[src/rtl/pong_pkg.sv]
// Shared definitions for the pong game-flow logic: FSM encoding, match
// length and serve-direction constants.
package pong_pkg;

  typedef enum logic [2:0] {
    ST_IDLE       = 3'd0,
    ST_CLEAR      = 3'd1,
    ST_SERVE_WAIT = 3'd2,
    ST_RALLY      = 3'd3,
    ST_POINT      = 3'd4,
    ST_SETTLE     = 3'd5,
    ST_CHECK      = 3'd6,
    ST_OVER       = 3'd7
  } state_t;

  localparam int   WIN_SCORE = 7;
  localparam logic DIR_LEFT  = 1'b0;
  localparam logic DIR_RIGHT = 1'b1;

  // The ball only moves during a rally; every other state keeps it centred.
  function automatic logic hold_in_state(input state_t s);
    return (s != ST_RALLY);
  endfunction

endpackage

[src/rtl/match_ctrl_if.sv]
// Signal bundle between match_ctrl and the start button, ball logic and
// score counter.
interface match_ctrl_if;
  import pong_pkg::*;

  // No valid/ready pairs here: start, playing and winner are levels, while
  // out_*, point*, score_clear and serve_go are single-cycle pulses that are
  // consumed in the cycle they are high, with no back-pressure.
  logic   start;
  logic   out_left;
  logic   out_right;
  logic   playing;
  logic   winner;
  logic   point1;
  logic   point2;
  logic   score_clear;
  logic   ball_hold;
  logic   serve_go;
  logic   serve_dir;
  logic   game_over;
  logic   winner_out;
  state_t dbg_state;

  modport master (
    input  start, out_left, out_right, playing, winner,
    output point1, point2, score_clear, ball_hold, serve_go, serve_dir,
           game_over, winner_out, dbg_state
  );

  modport slave (
    output start, out_left, out_right, playing, winner,
    input  point1, point2, score_clear, ball_hold, serve_go, serve_dir,
           game_over, winner_out, dbg_state
  );

endinterface

[src/rtl/match_ctrl_serve_timer.sv]
// Serve-delay down-counter: load sets it to SERVE_DELAY-1, en counts it down
// to zero where it sticks until the next load.
module serve_timer #(
  parameter int SERVE_DELAY = 50_000_000
) (
  input  logic clk,
  input  logic reset,
  input  logic load,
  input  logic en,
  output logic zero
);

  localparam int            TW       = $clog2(SERVE_DELAY + 1);
  localparam logic [TW-1:0] LOAD_VAL = TW'(SERVE_DELAY - 1);

  logic [TW-1:0] count_q;
  logic [TW-1:0] count_d;

  always_comb begin
    count_d = count_q;
    if (load) begin
      count_d = LOAD_VAL;
    end else if (en && (count_q != '0)) begin
      count_d = count_q - TW'(1);
    end
  end

  always_ff @(posedge clk) begin
    if (!reset) begin
      count_q <= '0;
    end else begin
      count_q <= count_d;
    end
  end

  assign zero = (count_q == '0);

endmodule

[src/rtl/match_ctrl.sv]
// Pong game-flow sequencer: starts matches, holds and serves the ball, turns
// ball-out events into score pulses and detects the end of a match.
module match_ctrl
  import pong_pkg::*;
#(
  parameter int SERVE_DELAY = 50_000_000
) (
  input logic          clk,
  input logic          reset,
  match_ctrl_if.master bus
);

  state_t state_q;
  state_t state_d;
  logic   start_q;
  logic   start_d;
  logic   point1_q;
  logic   point1_d;
  logic   point2_q;
  logic   point2_d;
  logic   score_clear_q;
  logic   score_clear_d;
  logic   serve_go_q;
  logic   serve_go_d;
  logic   serve_dir_q;
  logic   serve_dir_d;
  logic   game_over_q;
  logic   game_over_d;
  logic   winner_out_q;
  logic   winner_out_d;

  logic   start_rise;
  logic   timer_load;
  logic   timer_en;
  logic   timer_zero;
  logic   hit_right;
  logic   hit_left;
  logic   hit_both;

  // start_q powers up high so a button held through reset is not an edge.
  assign start_d    = bus.start;
  assign start_rise = bus.start & ~start_q;

  assign hit_right = bus.out_right & ~bus.out_left;
  assign hit_left  = bus.out_left & ~bus.out_right;
  assign hit_both  = bus.out_left & bus.out_right;

  assign timer_en = (state_q == ST_SERVE_WAIT);

  serve_timer #(
    .SERVE_DELAY(SERVE_DELAY)
  ) u_serve_timer (
    .clk  (clk),
    .reset(reset),
    .load (timer_load),
    .en   (timer_en),
    .zero (timer_zero)
  );

  always_ff @(posedge clk) begin
    if (!reset) begin
      state_q       <= ST_IDLE;
      start_q       <= 1'b1;
      point1_q      <= 1'b0;
      point2_q      <= 1'b0;
      score_clear_q <= 1'b0;
      serve_go_q    <= 1'b0;
      serve_dir_q   <= DIR_LEFT;
      game_over_q   <= 1'b0;
      winner_out_q  <= 1'b0;
    end else begin
      state_q       <= state_d;
      start_q       <= start_d;
      point1_q      <= point1_d;
      point2_q      <= point2_d;
      score_clear_q <= score_clear_d;
      serve_go_q    <= serve_go_d;
      serve_dir_q   <= serve_dir_d;
      game_over_q   <= game_over_d;
      winner_out_q  <= winner_out_d;
    end
  end

  always_comb begin
    state_d    = state_q;
    timer_load = 1'b0;
    case (state_q)
      ST_IDLE: begin
        if (start_rise) state_d = ST_CLEAR;
      end
      ST_CLEAR: begin
        timer_load = 1'b1;
        state_d    = ST_SERVE_WAIT;
      end
      ST_SERVE_WAIT: begin
        if (timer_zero) state_d = ST_RALLY;
      end
      ST_RALLY: begin
        // A simultaneous exit on both sides is a let: re-serve, no point.
        if (hit_both) begin
          timer_load = 1'b1;
          state_d    = ST_SERVE_WAIT;
        end else if (hit_left || hit_right) begin
          state_d = ST_POINT;
        end
      end
      ST_POINT: begin
        state_d = ST_SETTLE;
      end
      ST_SETTLE: begin
        state_d = ST_CHECK;
      end
      ST_CHECK: begin
        if (!bus.playing) begin
          state_d = ST_OVER;
        end else begin
          timer_load = 1'b1;
          state_d    = ST_SERVE_WAIT;
        end
      end
      ST_OVER: begin
        if (start_rise) state_d = ST_CLEAR;
      end
      default: begin
        state_d = ST_IDLE;
      end
    endcase
  end

  // Pulses are registered so each lands in the cycle of the state it belongs to.
  always_comb begin
    point1_d      = (state_q == ST_RALLY) && hit_right;
    point2_d      = (state_q == ST_RALLY) && hit_left;
    score_clear_d = (state_d == ST_CLEAR);
    serve_go_d    = (state_q == ST_SERVE_WAIT) && timer_zero;
    serve_dir_d   = serve_dir_q;
    game_over_d   = game_over_q;
    winner_out_d  = winner_out_q;
    if (point1_d) begin
      serve_dir_d = DIR_RIGHT;
    end else if (point2_d) begin
      serve_dir_d = DIR_LEFT;
    end
    if ((state_q == ST_CHECK) && !bus.playing) begin
      game_over_d  = 1'b1;
      winner_out_d = bus.winner;
    end else if ((state_q == ST_OVER) && start_rise) begin
      game_over_d = 1'b0;
    end
  end

  assign bus.point1      = point1_q;
  assign bus.point2      = point2_q;
  assign bus.score_clear = score_clear_q;
  assign bus.ball_hold   = hold_in_state(state_q);
  assign bus.serve_go    = serve_go_q;
  assign bus.serve_dir   = serve_dir_q;
  assign bus.game_over   = game_over_q;
  assign bus.winner_out  = winner_out_q;
  assign bus.dbg_state   = state_q;

endmodule

[src/flat_wrapper.sv]
// flat-port wrapper written by rule: the top's interface ports become plain ports
module match_ctrl_flat import pong_pkg::*;
#(
  parameter int SERVE_DELAY = 50_000_000
)
  (clk, reset, bus_start, bus_out_left, bus_out_right, bus_playing, bus_winner, bus_point1, bus_point2, bus_score_clear, bus_ball_hold, bus_serve_go, bus_serve_dir, bus_game_over, bus_winner_out, bus_dbg_state);
  match_ctrl_if bus_i ();
  input logic clk;
  input logic reset;
  input wire logic [$bits(bus_i.start)-1:0] bus_start;
  input wire logic [$bits(bus_i.out_left)-1:0] bus_out_left;
  input wire logic [$bits(bus_i.out_right)-1:0] bus_out_right;
  input wire logic [$bits(bus_i.playing)-1:0] bus_playing;
  input wire logic [$bits(bus_i.winner)-1:0] bus_winner;
  output wire logic [$bits(bus_i.point1)-1:0] bus_point1;
  output wire logic [$bits(bus_i.point2)-1:0] bus_point2;
  output wire logic [$bits(bus_i.score_clear)-1:0] bus_score_clear;
  output wire logic [$bits(bus_i.ball_hold)-1:0] bus_ball_hold;
  output wire logic [$bits(bus_i.serve_go)-1:0] bus_serve_go;
  output wire logic [$bits(bus_i.serve_dir)-1:0] bus_serve_dir;
  output wire logic [$bits(bus_i.game_over)-1:0] bus_game_over;
  output wire logic [$bits(bus_i.winner_out)-1:0] bus_winner_out;
  output wire logic [$bits(bus_i.dbg_state)-1:0] bus_dbg_state;
  assign bus_i.start = bus_start;
  assign bus_i.out_left = bus_out_left;
  assign bus_i.out_right = bus_out_right;
  assign bus_i.playing = bus_playing;
  assign bus_i.winner = bus_winner;
  assign bus_point1 = bus_i.point1;
  assign bus_point2 = bus_i.point2;
  assign bus_score_clear = bus_i.score_clear;
  assign bus_ball_hold = bus_i.ball_hold;
  assign bus_serve_go = bus_i.serve_go;
  assign bus_serve_dir = bus_i.serve_dir;
  assign bus_game_over = bus_i.game_over;
  assign bus_winner_out = bus_i.winner_out;
  assign bus_dbg_state = bus_i.dbg_state;
  match_ctrl #(.SERVE_DELAY(SERVE_DELAY)) u_core (.clk(clk), .reset(reset), .bus(bus_i));
endmodule
[config.mk]
export PLATFORM = sky130hd
export DESIGN_NAME = match_ctrl_flat
export DESIGN_NICKNAME = d
export VERILOG_FILES = /design/src/rtl/pong_pkg.sv /design/src/rtl/match_ctrl_if.sv /design/src/rtl/match_ctrl_serve_timer.sv /design/src/rtl/match_ctrl.sv /design/src/flat_wrapper.sv
export SDC_FILE = /design/constraint.sdc
export NUM_CORES = 1
export LEC_CHECK = 0
export BUFFER_PORTS_ARGS = -buffer_cell sky130_fd_sc_hd__buf_2
export CORE_AREA = 4 4 71 60
export CTS_CLUSTER_SIZE = 24
export DETAILED_ROUTE_END_ITERATION = 6
export DIE_AREA = 0 0 75 64
export GPL_ROUTABILITY_DRIVEN = 0
export PLACE_DENSITY = 0.76
export SYNTH_ARGS = -nofsm -noshare
export SYNTH_HDL_FRONTEND = slang
export SYNTH_SLANG_ARGS = --single-unit
[constraint.sdc]
create_clock -name clk -period 3.1 [get_ports clk]
set_input_delay 0.31 -clock clk [delete_from_list [all_inputs] [get_ports clk]]
set_output_delay 0.31 -clock clk [all_outputs]
set_load 0.005 [all_outputs]
== Word-level counts from Yosys, hierarchy flattened ==
Cells that the tools add are included.
Word-level totals
  flip-flop bits (word level): 37
  bits in latches: 0
  memory bits (writable): 0
  memory bits (read-only): 0
  input bits: 7
  output and inout port bits: 11
  word-level logic and storage cells: 60
  memories kept: 0
Operators by class
  $add $sub $neg: 1
  multiply operators: 0
  div/mod/pow operators: 0
  $lt $le $gt $ge: 0
  equality and inequality tests: 9
  shift-type cells: 0
  mux-type cells: 15
  bitwise operators: 8
  reductions and logical operators: 16
Operators by type and width (number)
  2-to-1 mux 26 bit: 2
  zero test 26 bit: 1
  nonzero test 26 bit: 1
  subtractor 26 x 1 -> 26 bit, second input constant: 1
  case mux 3 bit (7 select lines): 1
  2-to-1 mux 3 bit: 5
  == test 3 bit, second input constant: 4
  == test 3 x 1 -> 1 bit, second input constant: 2
  == test 3 x 2 -> 1 bit, second input constant: 2
  logical AND 1 bit: 6
  2-to-1 mux 1 bit: 6
  nonzero test 2 bit: 3
  bitwise AND 1 bit: 4
  NOT 1 bit: 4
  OR reduction 2 bit: 2
  zero test 3 bit: 1
  inequality test 3 x 2 -> 1 bit, second input constant: 1
  case mux 1 bit (3 select lines): 1
  zero test 1 bit: 1
  logical OR 1 bit: 1

== Logic depth before layout (Yosys ltp) ==
  word-level depth: 7
  mapped depth: 9
  mapped depth without buffers: 7

== Hierarchy ==
A second synthesis with hierarchy kept.
Unflattened totals
  cells, all modules: 221
  area total of the unflattened synthesis: 2019.4 um2
By module, submodules not included
  serve_timer: times used 1, cells each 155, area an instance 1443.9 um2, seq. area each 520.5 um2
  match_ctrl: times used 1, cells each 66, area an instance 575.6 um2, seq. area each 220.2 um2

== Worst setup path after synthesis ==
Ideal clock, no wire load.
  kind: flip-flop to flip-flop
  start point: register u_core.u_serve_timer.count_q[0]
  end point: register u_core.u_serve_timer.count_q[1]
  setup time: 0.070 ns
  data arrival time: 2.370 ns
  required time: 3.030 ns
  path slack: 0.660 ns
  cell stages (with the launch flop): 9
  path buffers: 1
  period minus slack after synthesis: 2.440 ns
  path through: dfxtp_1 > inv_1 > ha_1 > or4b_2 > or4_1 > buf_2 > o21ai_2 > mux2_2 > a21oi_1
Between the ends
  cells in the longest elaborated chain, start to end: 3
  elaborated cells on any way between the ends: 6
  those cells by class: add/sub: 1; mux: 2; reduce/logical: 3
Ends and longest elaborated chain
  start: declaration: line match_ctrl_serve_timer.sv:16  | logic [TW-1:0] count_q;
  start signal: assignment: line match_ctrl_serve_timer.sv:32  | count_q <= count_d;
  subtractor 26 x 1 -> 26 bit or nonzero test 26 bit (tied branches): line match_ctrl_serve_timer.sv:24, match_ctrl_serve_timer.sv:23
  2-to-1 mux 26 bit or logical AND 1 bit (tied branches): line match_ctrl_serve_timer.sv:23  | end else if (en && (count_q != '0)) begin
  2-to-1 mux 26 bit or nonzero test 2 bit (tied branches)
Several ways; a longest one is shown, not always the timed one. The select of a mux whose other input is x is not followed.
A chain may end at the register's enable or synchronous reset.

== Worst setup path in the final report ==
Same ends and word-level chain as after synthesis.

==> results.ini <==
[clocking]
clk_pin_slew_ps = 70
clk_path_buf_depth = 2
clock_latency_ps = 300
cts_made_buffers = 5
clkSinkCount = 37
clock-root-buffer = clkbuf_8
h-tree-depth = 2
cts_setup_buffers = 0
ctsHoldBuffers = 0
cts_resized = 0
tritoncts = yes

[synth]
ys_ff_latch = 37
yosys.area.top_type = dfxtp_1
ys.flop_type = dfxtp_1
synthArstFlopShare_pct = 0
ys_seq_area_share_pct = 38.77
synth.distinct_cells = 46
ys_warn_count = 0
synthCells = 215
netlist_area_um2 = 1911
synth_edf_count = 0
syn_avg_cell_area_um2 = 8.886
synth_top_area_share_pct = 38.77
netlist_top_cells_area = dfxtp_1 39%, xor2_1 5.5%, a21oi_1 4.5%
syn_nets = 227

[power_and_ir_drop]
powerDensity_nw_per_um2 = 635.6
p_int_uw = 911.4
seqPwrFrac_pct = 40.3
clkPwrFrac_pct = 32.3
power_switching_uw = 444.6
combPwrFrac_pct = 27.4
leakage_uw = 0.0008158
swShare_pct = 32.79
vdd_drop_max_mv = 0.4449

[global_route]
grt_pass1_vias = 1507
grt_overflow = 0
globalRouteTotalUtil_pct = 18.74
antenna_found_initial = 0
grt_start_max_net_pins = 25
grt_pass1_wl_mm = 6.893

[routing]
routed_wl_mm = 3.956
first_pass_iters = 4
post-route-drc-count = 0
wl_per_cell_um = 14.39
routed_via_density = 5.793
ant_nets = 0
vias = 1593
drtIter0Drc = 79

[status]
status = complete, no violations

[worst_setup_path]
reg2reg_slack_ps = 420
crit_type = flip-flop to flip-flop
setup.worst_path.start_class = flip-flop
critPathMaxStageDelay_ps = 600
cpMaxStageDelayCell = or4b_2
cp_cell_sequence = inv_1 > ha_1 > or4b_2 > or4_1 > o21ai_2 > mux2_2 > a21oi_1
cp-end-kind = flip-flop
worstPathRequired_ps = 3320
cp.arrival_ps = 2900
path_max_fanout = 7

[sta]
slew_violations = 0
relSlewSlack_pct = 48.36
hold_slack_ps = 212.5
rsz0062_at_grt = false
setup_violations = 0
worst_slew_pin_slew_ps = 773.8
setup_tns_ps = 0
clock_skew_ps = 3.860
min_period_over_period_pct = 86.40
hold_viol = 0
timing.final.crit_period_ps = 2678
fmax_ghz = 0.3734

[cells_and_area]
mostFrequentLayoutCells = 37 x dfxtp_1, 17 x nor2_1, 17 x a21oi_1, 17 x buf_2, 12 x xor2_1
final_nets = 242
mostFrequentLayoutCell = dfxtp_1
drive_gt1_share_pct = 19.48
syn_to_final_growth_pct = 11.66
diodes = 0

[flow_run]
drv_cap = 0

[placed_design]
port_buffers = 17
hpwlAfterDp_mm = 2.757

[die]
die_h_um = 64
die_w_um = 75
rows = 20
io_pins = 18
dieArea_um2 = 4800
start_util_pct = 52.66
coreArea_um2 = 3628

[min_path]
holdCritPathClass = primary input to flip-flop

## registers in the layout, indices dropped and copies added (netlist names)
signal	count
u_core.bus.point2	1
u_core.bus.score_clear	1
u_core.u_serve_timer.count_q	26
u_core.bus.game_over	1
u_core.bus.winner_out	1
u_core.bus.serve_go	1
u_core.start_q	1
u_core.bus.serve_dir	1
u_core.bus.dbg_state	3
u_core.bus.point1	1
## layout make-up
class / instances / area, um^2
sequential: 37 / 740.7
clock inverter: 2 / 37.54
timing repair buffer: 21 / 115.1
inverter: 9 / 33.78
tap: 44 / 55.05
multi-input combinational: 156 / 1069
fill: 321 / 1495
clock buffer: 6 / 82.58
## cell usage after synthesis, types with 4 or more instances
library cell,number
dfxtp_1,37
xnor2_1,4
xor2_1,12
inv_1,9
nor2_1,17
or4_1,8
o211ai_1,6
nand2_1,6
ha_1,5
nor3_1,9
a21oi_1,17
nor4_1,5
clkbuf_1,8
o21ai_0,8
o31ai_1,4
or2_2,4
or3_1,6
a31oi_1,7
## critical path, delay by kind of cell (launching register included)
kind / cells / cell delay (ps)
AO/OA/AOI/OAI: 2 / 460
buffers and inverters: 1 / 120
adder cells (fa/ha/maj): 1 / 150
multiplexers: 1 / 380
flip-flops: 1 / 330
AND/OR/NAND/NOR: 2 / 1170
## power by group through the flow
| stage | registers, uW | logic, uW | clock network [uW] |
|---|---|---|---|
| global route | 553 | 409 | 477 |
| CTS | 545 | 367 | 452 |
| floorplan | 545 | 330 | 0 |
| detailed placement | 556 | 364 | 0 |
| global placement | 554 | 356 | 0 |
| finish | 546 | 371 | 438 |
## stage by stage
stage	total power, uW	std cells	utilization (%)	setup slack, ps	area, um^2
floorplan	875.7	215	-	660.0	1911
global placement	910.4	267	55.48	503.5	2013
detailed placement	920.0	267	55.48	450.9	2013
CTS	1364	275	58.79	425.3	2133
global route	1438	275	58.79	279.2	2133
finish	1356	275	58.79	421.5	2133
## worst paths after layout
| path | from | endpoint | depth (start not counted) |
|---|---|---|---|
| worst max-delay path | u_core.u_serve_timer.count_q[0] | u_core.u_serve_timer.count_q[1] | 7 |
| worst min register to register | u_core.u_serve_timer.count_q[10] | u_core.u_serve_timer.count_q[10] | 2 |
| worst max register to register | u_core.u_serve_timer.count_q[0] | u_core.u_serve_timer.count_q[1] | 7 |
| worst min-delay path | bus_start | u_core.start_q | 2 |
## routing by layer
| metal | track usage, % | part of all wire [%] |
|---|---|---|
| met5 | 0 | 0 |
| met1 | 26.50 | 52 |
| met4 | 10.00 | 1.6 |
| met3 | 7.390 | 4.6 |
| met2 | 23.80 | 42 |
## cell families after synthesis
kind of cell,after synthesis,share of synthesized area (%)
simple gates,72,22.79
flops,37,38.77
buf+inv,22,5.304
compound gates,61,21.42
fa+ha+maj,5,3.274
xor+xnor,16,7.334
mux,2,1.113
Power figures use the tool's default switching activity.
